File: src/rtl/pipeline_pkg.sv
// Shared pipeline definitions: widths, NOP encoding, fetch FSM states and
// the IF/ID register layout.
package pipeline_pkg;

  localparam int              XLEN      = 32;
  localparam logic [XLEN-1:0] NOP_INSTR = 32'h0;
  localparam logic [XLEN-1:0] PC_STEP   = 32'd4;

  typedef enum logic [1:0] {
    IDLE = 2'd0,
    REQ  = 2'd1,
    KILL = 2'd2
  } fetch_state_e;

  typedef struct packed {
    logic [XLEN-1:0] instr;
    logic [XLEN-1:0] pc;
    logic [XLEN-1:0] pc_plus4;
    logic            valid;
  } ifid_t;

  // Sequential PC; wraps modulo 2^32 by construction.
  function automatic logic [XLEN-1:0] next_pc(input logic [XLEN-1:0] pc);
    return pc + PC_STEP;
  endfunction

endpackage

File: src/rtl/fetch_stage_if.sv
// Instruction-memory req/ack bus between the fetch stage (master) and
// instruction memory (slave). imem_addr is held while a request waits.
interface fetch_stage_if;
  import pipeline_pkg::*;

  logic            imem_req;
  logic [XLEN-1:0] imem_addr;
  logic            imem_ack;
  logic [XLEN-1:0] imem_rdata;

  modport master (output imem_req, imem_addr, input imem_ack, imem_rdata);
  modport slave  (input imem_req, imem_addr, output imem_ack, imem_rdata);

endinterface

File: src/rtl/fetch_hold_buf.sv
// One-entry skid register: catches a word that returns while decode is
// stalled so the fetch pipe can stop without losing it.
// Priority: clear > load > drain.
module fetch_hold_buf
  import pipeline_pkg::*;
(
  input  logic            clk,
  input  logic            rst_n,
  input  logic            load,
  input  logic            drain,
  input  logic            clear,
  input  logic [XLEN-1:0] wr_instr,
  input  logic [XLEN-1:0] wr_pc,
  output logic            valid,
  output logic [XLEN-1:0] instr,
  output logic [XLEN-1:0] pc
);

  // Entry state: capture on load, empty on drain or clear.
  always_ff @(posedge clk or negedge rst_n) begin
    if (!rst_n) begin
      valid <= 1'b0;
      instr <= NOP_INSTR;
      pc    <= '0;
    end else if (clear) begin
      valid <= 1'b0;
    end else if (load) begin
      valid <= 1'b1;
      instr <= wr_instr;
      pc    <= wr_pc;
    end else if (drain) begin
      valid <= 1'b0;
    end
  end

endmodule

File: src/rtl/fetch_stage.sv
// Pipeline stage 1: instruction fetch. Owns the PC, talks to instruction
// memory over req/ack, absorbs stalls via a one-entry hold buffer and
// handles redirects, including ones that race an outstanding request.
// Optional: define FETCH_PERF_CNT_EN to add fetch/bubble counters.
module fetch_stage
  import pipeline_pkg::*;
#(
  parameter logic [XLEN-1:0] RESET_PC = 32'h0000_0000
) (
  input  logic            clk,
  input  logic            rst_n,
  input  logic            stall,
  input  logic            branch_taken,
  input  logic [XLEN-1:0] branch_target,
  fetch_stage_if.master   imem,
  output logic [XLEN-1:0] instr_out,
  output logic [XLEN-1:0] pc_out,
  output logic [XLEN-1:0] pc_plus4_out,
  output logic            valid_out
`ifdef FETCH_PERF_CNT_EN
  ,
  output logic [XLEN-1:0] fetch_count_out,
  output logic [XLEN-1:0] bubble_count_out
`endif
);

  fetch_state_e    state, state_nxt;
  logic [XLEN-1:0] fetch_pc, fetch_pc_nxt;
  logic [XLEN-1:0] redirect_pc, redirect_pc_nxt;
  ifid_t           ifid;

  logic            hold_valid;
  logic [XLEN-1:0] hold_instr;
  logic [XLEN-1:0] hold_pc;

  logic req;
  logic accept;
  logic hb_load;
  logic hb_drain;
  logic load_bubble;

  // A full hold buffer throttles fetch until decode takes the word.
  assign req      = (state != IDLE) && !hold_valid;
  assign accept   = imem.imem_ack && req && (state == REQ) && !branch_taken;
  assign hb_load  = accept && stall;
  assign hb_drain = hold_valid && !stall && !branch_taken;

  // Bubble on redirect, or when decode is free and there is nothing to give it.
  assign load_bubble = branch_taken || (!stall && !accept && !hold_valid);

  assign imem.imem_req  = req;
  assign imem.imem_addr = fetch_pc;

  fetch_hold_buf u_hold (
    .clk      (clk),
    .rst_n    (rst_n),
    .load     (hb_load),
    .drain    (hb_drain),
    .clear    (branch_taken),
    .wr_instr (imem.imem_rdata),
    .wr_pc    (fetch_pc),
    .valid    (hold_valid),
    .instr    (hold_instr),
    .pc       (hold_pc)
  );

  // FSM, fetch PC and redirect PC registers.
  always_ff @(posedge clk or negedge rst_n) begin
    if (!rst_n) begin
      state       <= IDLE;
      fetch_pc    <= RESET_PC;
      redirect_pc <= RESET_PC;
    end else begin
      state       <= state_nxt;
      fetch_pc    <= fetch_pc_nxt;
      redirect_pc <= redirect_pc_nxt;
    end
  end

  // Next state / next PC. A redirect that races a pending request must wait
  // for the stale ack (memory cannot cancel), so the target parks in
  // redirect_pc and imem_addr stays on the stale address meanwhile.
  always_comb begin
    state_nxt       = state;
    fetch_pc_nxt    = fetch_pc;
    redirect_pc_nxt = redirect_pc;
    if (branch_taken) begin
      if (req && !imem.imem_ack) begin
        state_nxt       = KILL;
        redirect_pc_nxt = branch_target;
      end else begin
        fetch_pc_nxt = branch_target;
        state_nxt    = REQ;
      end
    end else if (state == KILL && imem.imem_ack) begin
      fetch_pc_nxt = redirect_pc;
      state_nxt    = REQ;
    end else if (accept) begin
      fetch_pc_nxt = next_pc(fetch_pc);
    end
    if (state == IDLE) state_nxt = REQ;
  end

  // IF/ID register: flush > drain hold buffer > fresh word > bubble; stall holds.
  always_ff @(posedge clk or negedge rst_n) begin
    if (!rst_n) begin
      ifid <= '0;
    end else if (load_bubble) begin
      ifid.valid <= 1'b0;
      ifid.instr <= NOP_INSTR;
    end else if (hb_drain) begin
      ifid.valid    <= 1'b1;
      ifid.instr    <= hold_instr;
      ifid.pc       <= hold_pc;
      ifid.pc_plus4 <= next_pc(hold_pc);
    end else if (accept && !stall) begin
      ifid.valid    <= 1'b1;
      ifid.instr    <= imem.imem_rdata;
      ifid.pc       <= fetch_pc;
      ifid.pc_plus4 <= next_pc(fetch_pc);
    end
  end

  assign instr_out    = ifid.instr;
  assign pc_out       = ifid.pc;
  assign pc_plus4_out = ifid.pc_plus4;
  assign valid_out    = ifid.valid;

`ifdef FETCH_PERF_CNT_EN
  logic [XLEN-1:0] fetch_cnt;
  logic [XLEN-1:0] bubble_cnt;

  // Free-running event counters; wrap naturally.
  always_ff @(posedge clk or negedge rst_n) begin
    if (!rst_n) begin
      fetch_cnt  <= '0;
      bubble_cnt <= '0;
    end else begin
      if (accept)      fetch_cnt  <= fetch_cnt + 1'b1;
      if (load_bubble) bubble_cnt <= bubble_cnt + 1'b1;
    end
  end

  assign fetch_count_out  = fetch_cnt;
  assign bubble_count_out = bubble_cnt;
`endif

endmodule

File: src/flat_wrapper.sv
// flat-port wrapper written by rule: the top's interface ports become plain ports
module fetch_stage_flat import pipeline_pkg::*;
#(
  parameter logic [XLEN-1:0] RESET_PC = 32'h0000_0000
)
  (clk, rst_n, stall, branch_taken, branch_target, instr_out, pc_out, pc_plus4_out, valid_out, imem_imem_req, imem_imem_addr, imem_imem_ack, imem_imem_rdata);
  fetch_stage_if imem_i ();
  input  logic clk;
  input  logic rst_n;
  input  logic stall;
  input  logic branch_taken;
  input  logic [XLEN-1:0] branch_target;
  output logic [XLEN-1:0] instr_out;
  output logic [XLEN-1:0] pc_out;
  output logic [XLEN-1:0] pc_plus4_out;
  output logic valid_out;
  output wire logic [$bits(imem_i.imem_req)-1:0] imem_imem_req;
  output wire logic [$bits(imem_i.imem_addr)-1:0] imem_imem_addr;
  input wire logic [$bits(imem_i.imem_ack)-1:0] imem_imem_ack;
  input wire logic [$bits(imem_i.imem_rdata)-1:0] imem_imem_rdata;
  assign imem_imem_req = imem_i.imem_req;
  assign imem_imem_addr = imem_i.imem_addr;
  assign imem_i.imem_ack = imem_imem_ack;
  assign imem_i.imem_rdata = imem_imem_rdata;
  fetch_stage #(.RESET_PC(RESET_PC)) u_core (.clk(clk), .rst_n(rst_n), .stall(stall), .branch_taken(branch_taken), .branch_target(branch_target), .imem(imem_i), .instr_out(instr_out), .pc_out(pc_out), .pc_plus4_out(pc_plus4_out), .valid_out(valid_out));
endmodule
File: config.mk
export PLATFORM = sky130hd
export DESIGN_NAME = fetch_stage_flat
export DESIGN_NICKNAME = d
export VERILOG_FILES = /design/src/rtl/pipeline_pkg.sv /design/src/rtl/fetch_stage_if.sv /design/src/rtl/fetch_hold_buf.sv /design/src/rtl/fetch_stage.sv /design/src/flat_wrapper.sv
export SDC_FILE = /design/constraint.sdc
export NUM_CORES = 1
export LEC_CHECK = 0
export ABC_CLOCK_PERIOD_IN_PS = 2750
export CORE_MARGIN = 1
export CORE_UTILIZATION = 53
export CTS_CLUSTER_SIZE = 10
export DETAILED_ROUTE_END_ITERATION = 8
export PLACE_DENSITY = 0.86
export SYNTH_ARGS = -nofsm -noshare
export SYNTH_HDL_FRONTEND = slang
export SYNTH_SLANG_ARGS = --single-unit
File: constraint.sdc
create_clock -name clk -period 2.75 [get_ports clk]
set_input_delay 0.6875 -clock clk [delete_from_list [all_inputs] [get_ports clk]]
set_output_delay 0.6875 -clock clk [all_outputs]
set_load 0.03 [all_outputs]
Word level (Yosys, flattened, before mapping):

Cells that the tools add are included.

* register bits after elaboration: 228
* input port bits: 69
* output and inout port bits: 130
* logic and storage cells: 61

* add/sub/neg operators: 2
* equal/unequal tests: 3
* mux-type cells: 15
* bitwise gates (word level): 2
* reductions and logical operators: 29

Operators with widths (count)
* 97-bit 2-to-1 mux: 2
* 32-bit 2-to-1 mux: 5
* 32-bit by 3-bit adder with 32-bit output (second input constant): 2
* 1-bit logical AND: 12
* 3-bit nonzero test: 4
* 2-bit 2-to-1 mux: 4
* 2-bit AND reduction: 4
* 1-bit logical NOT: 5
* 1-bit 2-to-1 mux: 4
* 2-bit nonzero test: 2
* 2-bit by 1-bit == test with 1-bit output (second input constant): 1
* 2-bit == test (second input constant): 1
* 2-bit logical NOT: 1
* 2-bit inequality test (second input constant): 1
* 1-bit NOT: 2
* 1-bit logical OR: 1

Depth between registers and ports, before layout:

Gate-level depths: netlist of the first run.

* word-level depth: 11
* depth in mapped cells: 8
* mapped depth without buffers: 6

By module:

A second synthesis of the first run with hierarchy kept.

* cells, all modules: 1161
* area, all modules: 11596.1 sq um

Modules (own cells, without submodules)
* fetch_stage: times used 1, cells an instance 1021, area each 8854.7 sq um, sequential area each 4028.9 sq um
* fetch_hold_buf: times used 1, cells an instance 140, area each 2741.4 sq um, sequential area each 1626.6 sq um

Least setup slack after synthesis of the first run:

Ideal clock, no wire load.

* path type: reg2reg
* start: reg u_core.fetch_pc[4], in the netlist u_core.imem.imem_addr[4]
* end: reg u_core.ifid, in the netlist u_core.pc_plus4_out[23]
* library setup time: 127 ps
* arrival time: 2138 ps
* required time: 2623 ps
* setup slack: 485 ps
* stages on the path, launching flop included: 7
* path buffers: 1
* clock period less this slack: 2265 ps
* path through: dfrtp_1 > buf_2 > nand3_2 > or4_4 > nor3_4 > xor2_1 > a221o_2

* word-level cells in the longest chain between the ends: 3

Ends and longest elaborated chain
* from (decl): line fetch_stage.sv:28 `logic [XLEN-1:0] fetch_pc, fetch_pc_nxt;`
* from (signal assigned): line fetch_stage.sv:75 `fetch_pc <= fetch_pc_nxt;`
* 32-bit by 3-bit adder with 32-bit output: line pipeline_pkg.sv:24 `return pc + PC_STEP;`
* 97-bit 2-to-1 mux: line fetch_stage.sv:116 `end else if (accept && !stall) begin`
* 97-bit 2-to-1 mux: line fetch_stage.sv:111 `end else if (hb_drain) begin`
* to (decl): line fetch_stage.sv:30 `ifid_t ifid;`

Every way passes these cells. The select of a mux whose other input is x is not followed.
A chain may end at the register's enable or synchronous reset.

Worst setup path in the final report of the first run:

* start: reg u_core.fetch_pc[12], in the netlist u_core.imem.imem_addr[12]
* end: out imem_imem_addr[12]

RTL lines
* to (decl): line flat_wrapper.sv:18 `output wire logic [$bits(imem_i.imem_addr)-1:0] imem_imem_addr;`

No word-level cell between the ends.

==> results of run 1 <==
==> cells in the final DEF (no fill, tap or decap), types with 7 or more instances in the layout <==
cell	Yosys	final
a21oi_1	34	34
a31oi_1	38	38
and3_1	11	11
and4_1	8	8
buf_12	0	11
buf_4	2	34
clkbuf_16	0	27
clkdlybuf4s50_1	0	196
dfrtp_1	226	226
mux2_2	94	94
mux2i_1	54	54
nand2_1	164	164
nand3_1	19	19
nand4_1	22	22
nor2_1	75	75
nor3_1	15	14
o211ai_1	10	10
o21a_1	7	7
o21ai_0	74	73
o221ai_1	9	9
or3_1	10	10
xnor2_1	20	20
xor2_1	22	22
==> state kept, by name (all words and copies together) (netlist names) <==
signal and cells:
u_core.imem.imem_addr 32, u_core.valid_out 1, u_core.state 2, u_core.pc_plus4_out 32, u_core.instr_out 32, u_core.pc_out 30
u_core.u_hold.valid 1, u_core.u_hold.instr 32, u_core.redirect_pc 32, u_core.u_hold.pc 32
==> routing by layer <==
metal / wire length (um) / vias up / share of wire
met5: 0 / - / 0
met4: 1000 / 0 / 0.032
met3: 2595 / 83 / 0.082
met2: 14710 / 480 / 0.47
met1: 13250 / 4695 / 0.42
li1: - / 4248 / -
==> kinds of logic after synthesis <==
group,count (synthesis),synth area share
muxes,148,0.1428
adders and majority gates,2,0.002234
and+or+nand+nor,362,0.1582
xor gates and xnor gates,42,0.03285
buffers and inverters,94,0.03598
DFF,226,0.5050
AOI/OAI and AO/OA,218,0.1229
==> area by class of cell <==
class	instances	share of cell area
sequential	226	0.3946
multi-input combinational	772	0.3601
timing repair buffer	243	0.1720
clock buffer	31	0.04819
tap	270	0.02357
inverter	6	0.001571
==> repair_timing <==
| item | in CTS | in global routing |
|---|---|---|
| setup endpoints to repair | 0 | 1 |
| endpoints found under the hold margin | 0 | 0 |
| gates resized for setup | 0 | 1 |
==> where the power goes <==
group          internal, mW  total [mW]  switching, mW
registers              4.47        5.76           1.29
clock network          1.73        2.97           1.25
logic                  2.33        5.20           2.86
total                  8.53        13.9           5.40
==> worst min-delay path by stage <==
stage,startpoint,end,slack [ns]
floorplan,rst_n,u_core.imem.imem_addr[0],0.39
global placement,u_core.instr_out[31],u_core.instr_out[31],0.46
detailed placement,u_core.instr_out[5],u_core.instr_out[5],0.47
CTS,rst_n,u_core.u_hold.instr[24],0.11
global route,rst_n,u_core.instr_out[24],0.12
finish,rst_n,u_core.u_hold.instr[26],0.09
==> flow_summary.json, run 1 <==
{
  "p_leak_nw": 6.039,
  "critPathTopFamily": "buffers and inverters",
  "gr-max-usage-layer": "met2",
  "placed_area_um2": 13640,
  "nNetsFinal": 1346,
  "p_per_area_nw_per_um2": 972.3,
  "grt_usage": 0.2951,
  "critPathLaunchType": "flip-flop",
  "clock_latency_ns": 0.52,
  "fin_worst_skew_ns": 0.01331,
  "grt_pass1_wl_um": 50650,
  "start_util": 0.5464,
  "yosys_warnings": 0,
  "synth.most_common_cell": "dfrtp_1",
  "setup_tns_ns": 0,
  "viasPerCell": 6.141,
  "slew_viol_final": 0,
  "drc": 0,
  "design_area_um2": 14330,
  "final_hold_viol_count": 0,
  "area_delta_synth_final_pct": 27.99,
  "fin_ws_ns": 0.09470,
  "yosys.cell_types.count": 60,
  "relSlewSlack": 0.5823,
  "crit_arrival_ns": 1.97,
  "syn_avg_cell_area_um2": 10.25,
  "use_met3": 0.04472,
  "drt_iter0_markers": 1005,
  "grt_antenna_before_repair": 0,
  "crit_slowest_cell": "clkdlybuf4s50_1",
  "path_depth": 1,
  "path_class": "flip-flop to output port",
  "clkSinkCount": 226,
  "total_power_mw": 13.94,
  "critPathMaxStageDelay_ns": 0.80,
  "numCtsBuffers": 26,
  "synth_area_leader_cell": "dfrtp_1",
  "rows": 52,
  "holdWs_ns": 0.08897,
  "synthTopCellsByArea": "dfrtp_1 51%, mux2_2 9.5%, nand2_1 5.5%",
  "grtUsageMet1": 0.4188,
  "ctsHoldBuffers": 0,
  "tightest_slew_ns": 0.6217,
  "r2r.worst_path.cells": 5,
  "crit_buf_inv": 1,
  "synth_top_area_frac": 0.5050,
  "crit_chain": "clkdlybuf4s50_1",
  "end_kind": "output port",
  "grt.met2_usage": 0.4616,
  "r2r_setup_slack_ns": 0.38,
  "synth_edf_count": 0,
  "ant_nets": 0,
  "regToRegStartpoint": "u_core.imem.imem_addr[4]",
  "wl_per_cell_um": 20.39,
  "numPlacedInstances": 1517,
  "core_area_um2": 20490,
  "drt_first_pass_iters": 5,
  "drive_gt1_frac": 0.1463,
  "seq_area_um2": 5655,
  "critPathRequiredTime_ns": 2.06,
  "r2r_end": "u_core.pc_plus4_out[23]",
  "pin_count": 199,
  "async_flop_share": 1.000,
  "ir_drop_mv": 0.4927,
  "post-dp-hpwl_um": 22010,
  "grt_setup_unrepaired": "no",
  "syn_inst": 1092,
  "dieArea_um2": 21710,
  "fill_cells": 1445,
  "fp.dieW_um": 147.4,
  "clock_path_buffers": 3,
  "ys.flop_type": "dfrtp_1",
  "critPathCapture": "imem_imem_addr[12]",
  "layout_min_cycle_time_ns": 2.655,
  "dieHeight_um": 147.4,
  "htreeDepth": 1,
  "status": "finished, final reports clean",
  "drv_cap": 0,
  "path_clk_slew_ns": 0.05,
  "portBuffers": 198,
  "ys_ff_latch": 226,
  "place.gp.congestion": 0.8988,
  "grt_max_degree": 67,
  "grt_overflow": 0,
  "synth_common_cells": "226 x dfrtp_1, 164 x nand2_1, 94 x mux2_2, 75 x nor2_1, 74 x o21ai_0",
  "hp-class": "primary input to asynchronous set/reset pin",
  "worstPathMaxFanout": 10,
  "diodes": 0,
  "cts_tree": "built",
  "syn_area_um2": 11200,
  "synth_fp_nets": 1163,
  "post-route-period-util": 0.9656,
  "place_ws_ns": 0.1000,
  "cts_setup_buffers": 0,
  "wirelength_um": 31560,
  "ctsRootBufferMaster": "clkbuf_16",
  "layout.cells.non_filler": 1548,
  "multi_input_area_um2": 5161,
  "vias": 9506,
  "cp-startpoint": "u_core.imem.imem_addr[12]",
  "setup_violations": 0,
  "utilization": 0.6993,
  "grt_pass1_vias": 9370,
  "ys_seq_area_frac": 0.5050,
  "fmax_ghz": 0.3766
}
(Power assumes the default switching activity.)
==> run 2: changes to the inputs <==
--- a/config.mk
+++ b/config.mk
@@ -6,11 +6,12 @@
 export NUM_CORES = 1
 export LEC_CHECK = 0
 export ABC_CLOCK_PERIOD_IN_PS = 2750
+export CAP_MARGIN = 10
 export CORE_MARGIN = 1
-export CORE_UTILIZATION = 53
+export CORE_UTILIZATION = 25
 export CTS_CLUSTER_SIZE = 10
 export DETAILED_ROUTE_END_ITERATION = 8
-export PLACE_DENSITY = 0.86
+export PLACE_DENSITY = 0.5
 export SYNTH_ARGS = -nofsm -noshare
 export SYNTH_HDL_FRONTEND = slang
 export SYNTH_SLANG_ARGS = --single-unit
==> flow_summary.json, run 2 (synthesis results as in run 1) <==
{
  "slew_viol_final": 0,
  "critPathLaunchType": "flip-flop",
  "portBuffers": 198,
  "numPlacedInstances": 1851,
  "pin_count": 199,
  "critPathTopFamily": "buffers and inverters",
  "p_per_area_nw_per_um2": 964.1,
  "final_cell_mix": "226 x dfrtp_1, 196 x clkdlybuf4s50_1, 164 x nand2_1",
  "wl_per_cell_um": 19.16,
  "drv_cap": 0,
  "rows": 77,
  "mostFrequentLayoutCell": "dfrtp_1",
  "fp.dieW_um": 213.6,
  "post-dp-hpwl_um": 26380,
  "end_kind": "output port",
  "cts_resized": 0,
  "fill_cells": 4485,
  "dieHeight_um": 213.6,
  "grt_antenna_before_repair": 0,
  "critPathMaxStageDelay_ns": 0.81,
  "layout.cells.non_filler": 1893,
  "path_class": "flip-flop to output port",
  "fin_ws_ns": 0.1245,
  "cts_setup_buffers": 0,
  "grt_overflow": 0,
  "crit_chain": "clkdlybuf4s50_1",
  "grt_pass1_wl_um": 56010,
  "clkSinkCount": 226,
  "p_clk_frac": 0.234,
  "drt_iter0_markers": 598,
  "core_area_um2": 44220,
  "ant_nets": 0,
  "relSlewSlack": 0.5554,
  "design_area_um2": 15020,
  "diodes": 0,
  "clock_path_buffers": 3,
  "grt_max_degree": 67,
  "wirelength_um": 36280,
  "power_switching_mw": 5.614,
  "placed_area_um2": 14190,
  "layout_min_cycle_time_ns": 2.625,
  "worstPathMaxFanout": 9,
  "crit_slowest_cell": "clkdlybuf4s50_1",
  "p_leak_nw": 6.190,
  "status": "finished, final reports clean",
  "fin_worst_skew_ns": 0.02515,
  "ctsRootBufferMaster": "clkbuf_16",
  "crit_buf_inv": 1,
  "grt_pass1_vias": 9108,
  "path_clk_slew_ns": 0.05,
  "cts_tree": "built",
  "drive_gt1_frac": 0.1606,
  "crit_arrival_ns": 1.94,
  "setup_tns_ns": 0,
  "drt_first_pass_iters": 4,
  "setup_violations": 0,
  "grt_usage": 0.1604,
  "hp-class": "flip-flop to flip-flop",
  "p_int_mw": 8.863,
  "area_delta_synth_final_pct": 34.10,
  "p_seq_frac": 0.389,
  "place_ws_ns": 0.07137,
  "nNetsFinal": 1361,
  "fmax_ghz": 0.3809,
  "vias": 9000,
  "grt_setup_unrepaired": "no",
  "numCtsBuffers": 28,
  "tightest_slew_ns": 0.6644,
  "place.gp.congestion": 0.8176,
  "ir_drop_mv": 0.4548,
  "clock_latency_ns": 0.56,
  "final_hold_viol_count": 0,
  "post-route-period-util": 0.9547,
  "viasPerCell": 4.754,
  "critPathRequiredTime_ns": 2.06,
  "swShare": 0.3878,
  "start_util": 0.2532,
  "drc": 0,
  "ctsHoldBuffers": 1,
  "total_power_mw": 14.48,
  "dieArea_um2": 45640,
  "comb_power_share": 0.377,
  "htreeDepth": 1
}
run 2: cell types whose count changed in the layout (fill, tap and decap cells not counted), sizes merged:
cell,delta
dlygate4sd3,+1
clkinv,+2
buf,+13
clkinvlp,+1
dlymetal6s2s,-1
clkbuf,+7
run 2: path summary, 6_finish.rpt:
kind,from,slack (ns),end,cells after the start
max,u_core.imem.imem_addr[16],0.12,imem_imem_addr[16],1
min reg2reg,u_core.instr_out[25],0.47,u_core.instr_out[25],2
max reg2reg,u_core.imem.imem_addr[2],0.41,u_core.pc_plus4_out[26],6
min in group asynchronous,rst_n,0.60,u_core.pc_out[8],2
max in group asynchronous,rst_n,1.41,u_core.imem.imem_addr[25],3
min,u_core.instr_out[25],0.47,u_core.instr_out[25],2
run 2: final cells by class:
| type | count | area (um2) | share of cell area |
|---|---|---|---|
| multi-input combinational | 772 | 5161 | 0.3437 |
| inverter | 6 | 22.52 | 0.001500 |
| tap | 592 | 740.7 | 0.04933 |
| sequential | 226 | 5655 | 0.3766 |
| clock inverter | 3 | 17.52 | 0.001166 |
| timing repair buffer | 256 | 2620 | 0.1745 |
| clock buffer | 38 | 799.5 | 0.05324 |
run 2: worst min-delay path: cells and delay by family, from the launching register on:
family / cells / cell delay [ns]
DFF: 1 / 0.34
AOI/OAI and AO/OA: 1 / 0.06
and+or+nand+nor: 1 / 0.05
run 2: per-stage QoR:
stage	utilization	hold slack, ns
floorplan	-	0.3919
global route	0.3396	0.4989
detailed placement	0.3209	0.4691
finish	0.3396	0.4739
global placement	0.3209	0.4638
CTS	0.3396	0.4819
run 2: metal layers:
metal / vias up / track usage / wire length (um)
li1: 4292 / - / -
met1: 4451 / 0.2378 / 18130
met2: 205 / 0.2381 / 15790
met3: 52 / 0.02138 / 1330
met4: 0 / 0.05419 / 1024
met5: - / 0 / 0
run 2: power by group through the flow:
stage / Combinational, mW / Clock [mW] / Sequential, mW
finish: 5.45 / 3.39 / 5.63
global route: 5.86 / 3.62 / 5.82
floorplan: 2.09 / 0 / 6.44
CTS: 5.49 / 3.51 / 5.64
global placement: 5.43 / 0 / 5.66
detailed placement: 5.48 / 0 / 5.69
==> run 3: changes to the inputs <==
--- a/config.mk
+++ b/config.mk
@@ -5,13 +5,14 @@
 export SDC_FILE = /design/constraint.sdc
 export NUM_CORES = 1
 export LEC_CHECK = 0
-export ABC_CLOCK_PERIOD_IN_PS = 2750
+export ABC_CLOCK_PERIOD_IN_PS = 2270
 export CAP_MARGIN = 10
 export CORE_MARGIN = 1
 export CORE_UTILIZATION = 25
+export CTS_BUF_LIST = sky130_fd_sc_hd__clkbuf_4 sky130_fd_sc_hd__clkbuf_8
 export CTS_CLUSTER_SIZE = 10
 export DETAILED_ROUTE_END_ITERATION = 8
-export PLACE_DENSITY = 0.5
+export PLACE_DENSITY = 0.51
 export SYNTH_ARGS = -nofsm -noshare
 export SYNTH_HDL_FRONTEND = slang
 export SYNTH_SLANG_ARGS = --single-unit
==> constraint.sdc (replaced) <==
create_clock -name clk -period 2.27 [get_ports clk]
set_input_delay 0.5675 -clock clk [delete_from_list [all_inputs] [get_ports clk]]
set_output_delay 0.5675 -clock clk [all_outputs]
set_load 0.03 [all_outputs]
==> flow_summary.json, run 3 (synthesis results as in run 1) <==
{
  "status": "finished, final reports clean",
  "relSlewSlack": 0.5738,
  "grt_usage": 0.1652,
  "dieArea_um2": 45640,
  "ant_nets": 0,
  "wirelength_um": 37260,
  "fin_worst_skew_ns": 0.02699,
  "multi_input_area_um2": 5169,
  "critPathRequiredTime_ns": 1.70,
  "worstPathMaxFanout": 2,
  "htreeDepth": 2,
  "grt_setup_unrepaired": "yes",
  "post-dp-hpwl_um": 27960,
  "rows": 77,
  "final_cell_mix": "220 x dfrtp_1, 164 x nand2_1, 110 x clkdlybuf4s50_1",
  "path_clk_slew_ns": 0.06,
  "grt_antenna_before_repair": 0,
  "crit_chain": "clkdlybuf4s50_1",
  "clock_path_buffers": 3,
  "ctsRootBufferMaster": "clkbuf_8",
  "pin_count": 199,
  "cts_tree": "built",
  "viasPerCell": 4.705,
  "critPathLaunchType": "flip-flop",
  "regToRegStartpoint": "u_core.imem.imem_addr[3]",
  "start_util": 0.2532,
  "r2r_end": "u_core.pc_plus4_out[30]",
  "grt_pass1_wl_um": 56970,
  "drt_first_pass_iters": 5,
  "critPathTopFamily": "buffers and inverters",
  "vias": 9392,
  "nNetsFinal": 1448,
  "r2r.worst_path.cells": 6,
  "p_per_area_nw_per_um2": 1121,
  "drc": 0,
  "wl_per_cell_um": 18.66,
  "p_leak_nw": 6.850,
  "hold_start": "branch_taken",
  "seq_area_um2": 5663,
  "crit_buf_inv": 1,
  "fp.dieW_um": 213.6,
  "hold_path_end": "u_core.valid_out",
  "design_area_um2": 15680,
  "placed_area_um2": 14800,
  "hp-class": "primary input to flip-flop",
  "area_delta_synth_final_pct": 39.98,
  "clkSinkCount": 226,
  "end_kind": "output port",
  "layout.cells.non_filler": 1996,
  "drt_iter0_markers": 637,
  "diodes": 0,
  "layout_min_cycle_time_ns": 2.197,
  "fmax_ghz": 0.4551,
  "holdWs_ns": 0.4550,
  "crit_arrival_ns": 1.63,
  "fill_cells": 4482,
  "path_class": "flip-flop to output port",
  "drv_cap": 0,
  "numPlacedInstances": 1919,
  "hold_path_depth": 3,
  "setup_violations": 0,
  "numCtsBuffers": 43,
  "ir_drop_mv": 0.4540,
  "clock_latency_ns": 0.59,
  "grt_overflow": 0,
  "post-route-period-util": 0.9679,
  "mostFrequentLayoutCell": "dfrtp_1",
  "final_hold_viol_count": 0,
  "portBuffers": 198,
  "grt_max_degree": 52,
  "crit_slowest_cell": "clkdlybuf4s50_1",
  "place.gp.congestion": 0.8541,
  "r2r_setup_slack_ns": 0.08,
  "critPathMaxStageDelay_ns": 0.69,
  "dieHeight_um": 213.6,
  "core_area_um2": 44220,
  "grt_pass1_vias": 9376,
  "slew_viol_final": 0,
  "tightest_slew_ns": 0.6334,
  "drive_gt1_frac": 0.2322
}
run 3: cell types whose count changed in the layout (fill, tap and decap cells not counted), moves of 5 or more:
cell | before | now
clkbuf_1 | 5 | 0
clkbuf_4 | 0 | 11
clkdlybuf4s50_1 | 196 | 110
clkbuf_16 | 29 | 0
buf_4 | 41 | 105
dfrtp_2 | 0 | 6
clkbuf_8 | 4 | 56
dfrtp_1 | 226 | 220
buf_12 | 16 | 24
dlygate4sd2_1 | 0 | 76
dlymetal6s2s_1 | 0 | 5
run 3: worst register-to-register path, cell delays in order (launching register included):
cell and delay (ns):
dfrtp_1 0.41, ha_1 0.19, nand4_1 0.24, nor4_4 0.47, nand4_1 0.25, xnor2_1 0.20, a221o_1 0.32
run 3: worst max-delay path by stage:
stage / end / from / slack (ns) / cells past startpoint
floorplan: u_core.pc_plus4_out[23] / u_core.imem.imem_addr[4] / 0.005 / 6
global route: u_core.pc_plus4_out[30] / u_core.imem.imem_addr[3] / -0.05 / 6
detailed placement: u_core.pc_plus4_out[22] / imem_imem_ack / -0.20 / 7
finish: imem_imem_addr[29] / u_core.imem.imem_addr[29] / 0.07 / 1
global placement: u_core.pc_plus4_out[24] / imem_imem_ack / -0.16 / 7
CTS: pc_plus4_out[30] / u_core.pc_plus4_out[30] / 0.002 / 1
run 3: per-layer routing:
layer  GRT usage  vias up  wire, um
met4     0.05197        0       802
met3     0.03032       59      1702
met1      0.2345     4630     17910
met2      0.2529      238     16840
li1            -     4465         -
met5           0        -         0
run 3: through the flow:
| stage | setup TNS, ns | utilization | power (mW) | setup slack [ns] |
|---|---|---|---|---|
| after floorplan | 0 | - | 10.34 | 0.005295 |
| after global placement | -13.85 | 0.3347 | 13.69 | -0.1632 |
| after detailed placement | -15.80 | 0.3347 | 13.80 | -0.2044 |
| after CTS | 0 | 0.3533 | 17.77 | 0.001700 |
| after global routing | -0.06866 | 0.3545 | 18.61 | -0.05465 |
| final | 0 | 0.3545 | 17.58 | 0.07283 |
run 3: report_power, final:
group          internal (mW)  switching [mW]
Clock                   2.48            1.78
Combinational           2.74            3.86
Sequential              5.43            1.28
Total                   10.7            6.93
run 3: cell type report:
class	instances	area share
clock buffers	67	0.05444
clock inverters	5	0.003352
inverters	6	0.001437
multi-input cells	772	0.3297
flip-flops and latches	226	0.3613
well taps	592	0.04725
repair buffers	328	0.2025
run 3: repair_timing:
item / CTS / global route
hold endpoints to repair: 44 / 0
buffers inserted: 0 / 4
endpoints found under the setup margin: 81 / 14
gates resized for setup: 87 / 13
hold buffers: 1 / 0
pin swaps: 0 / 3
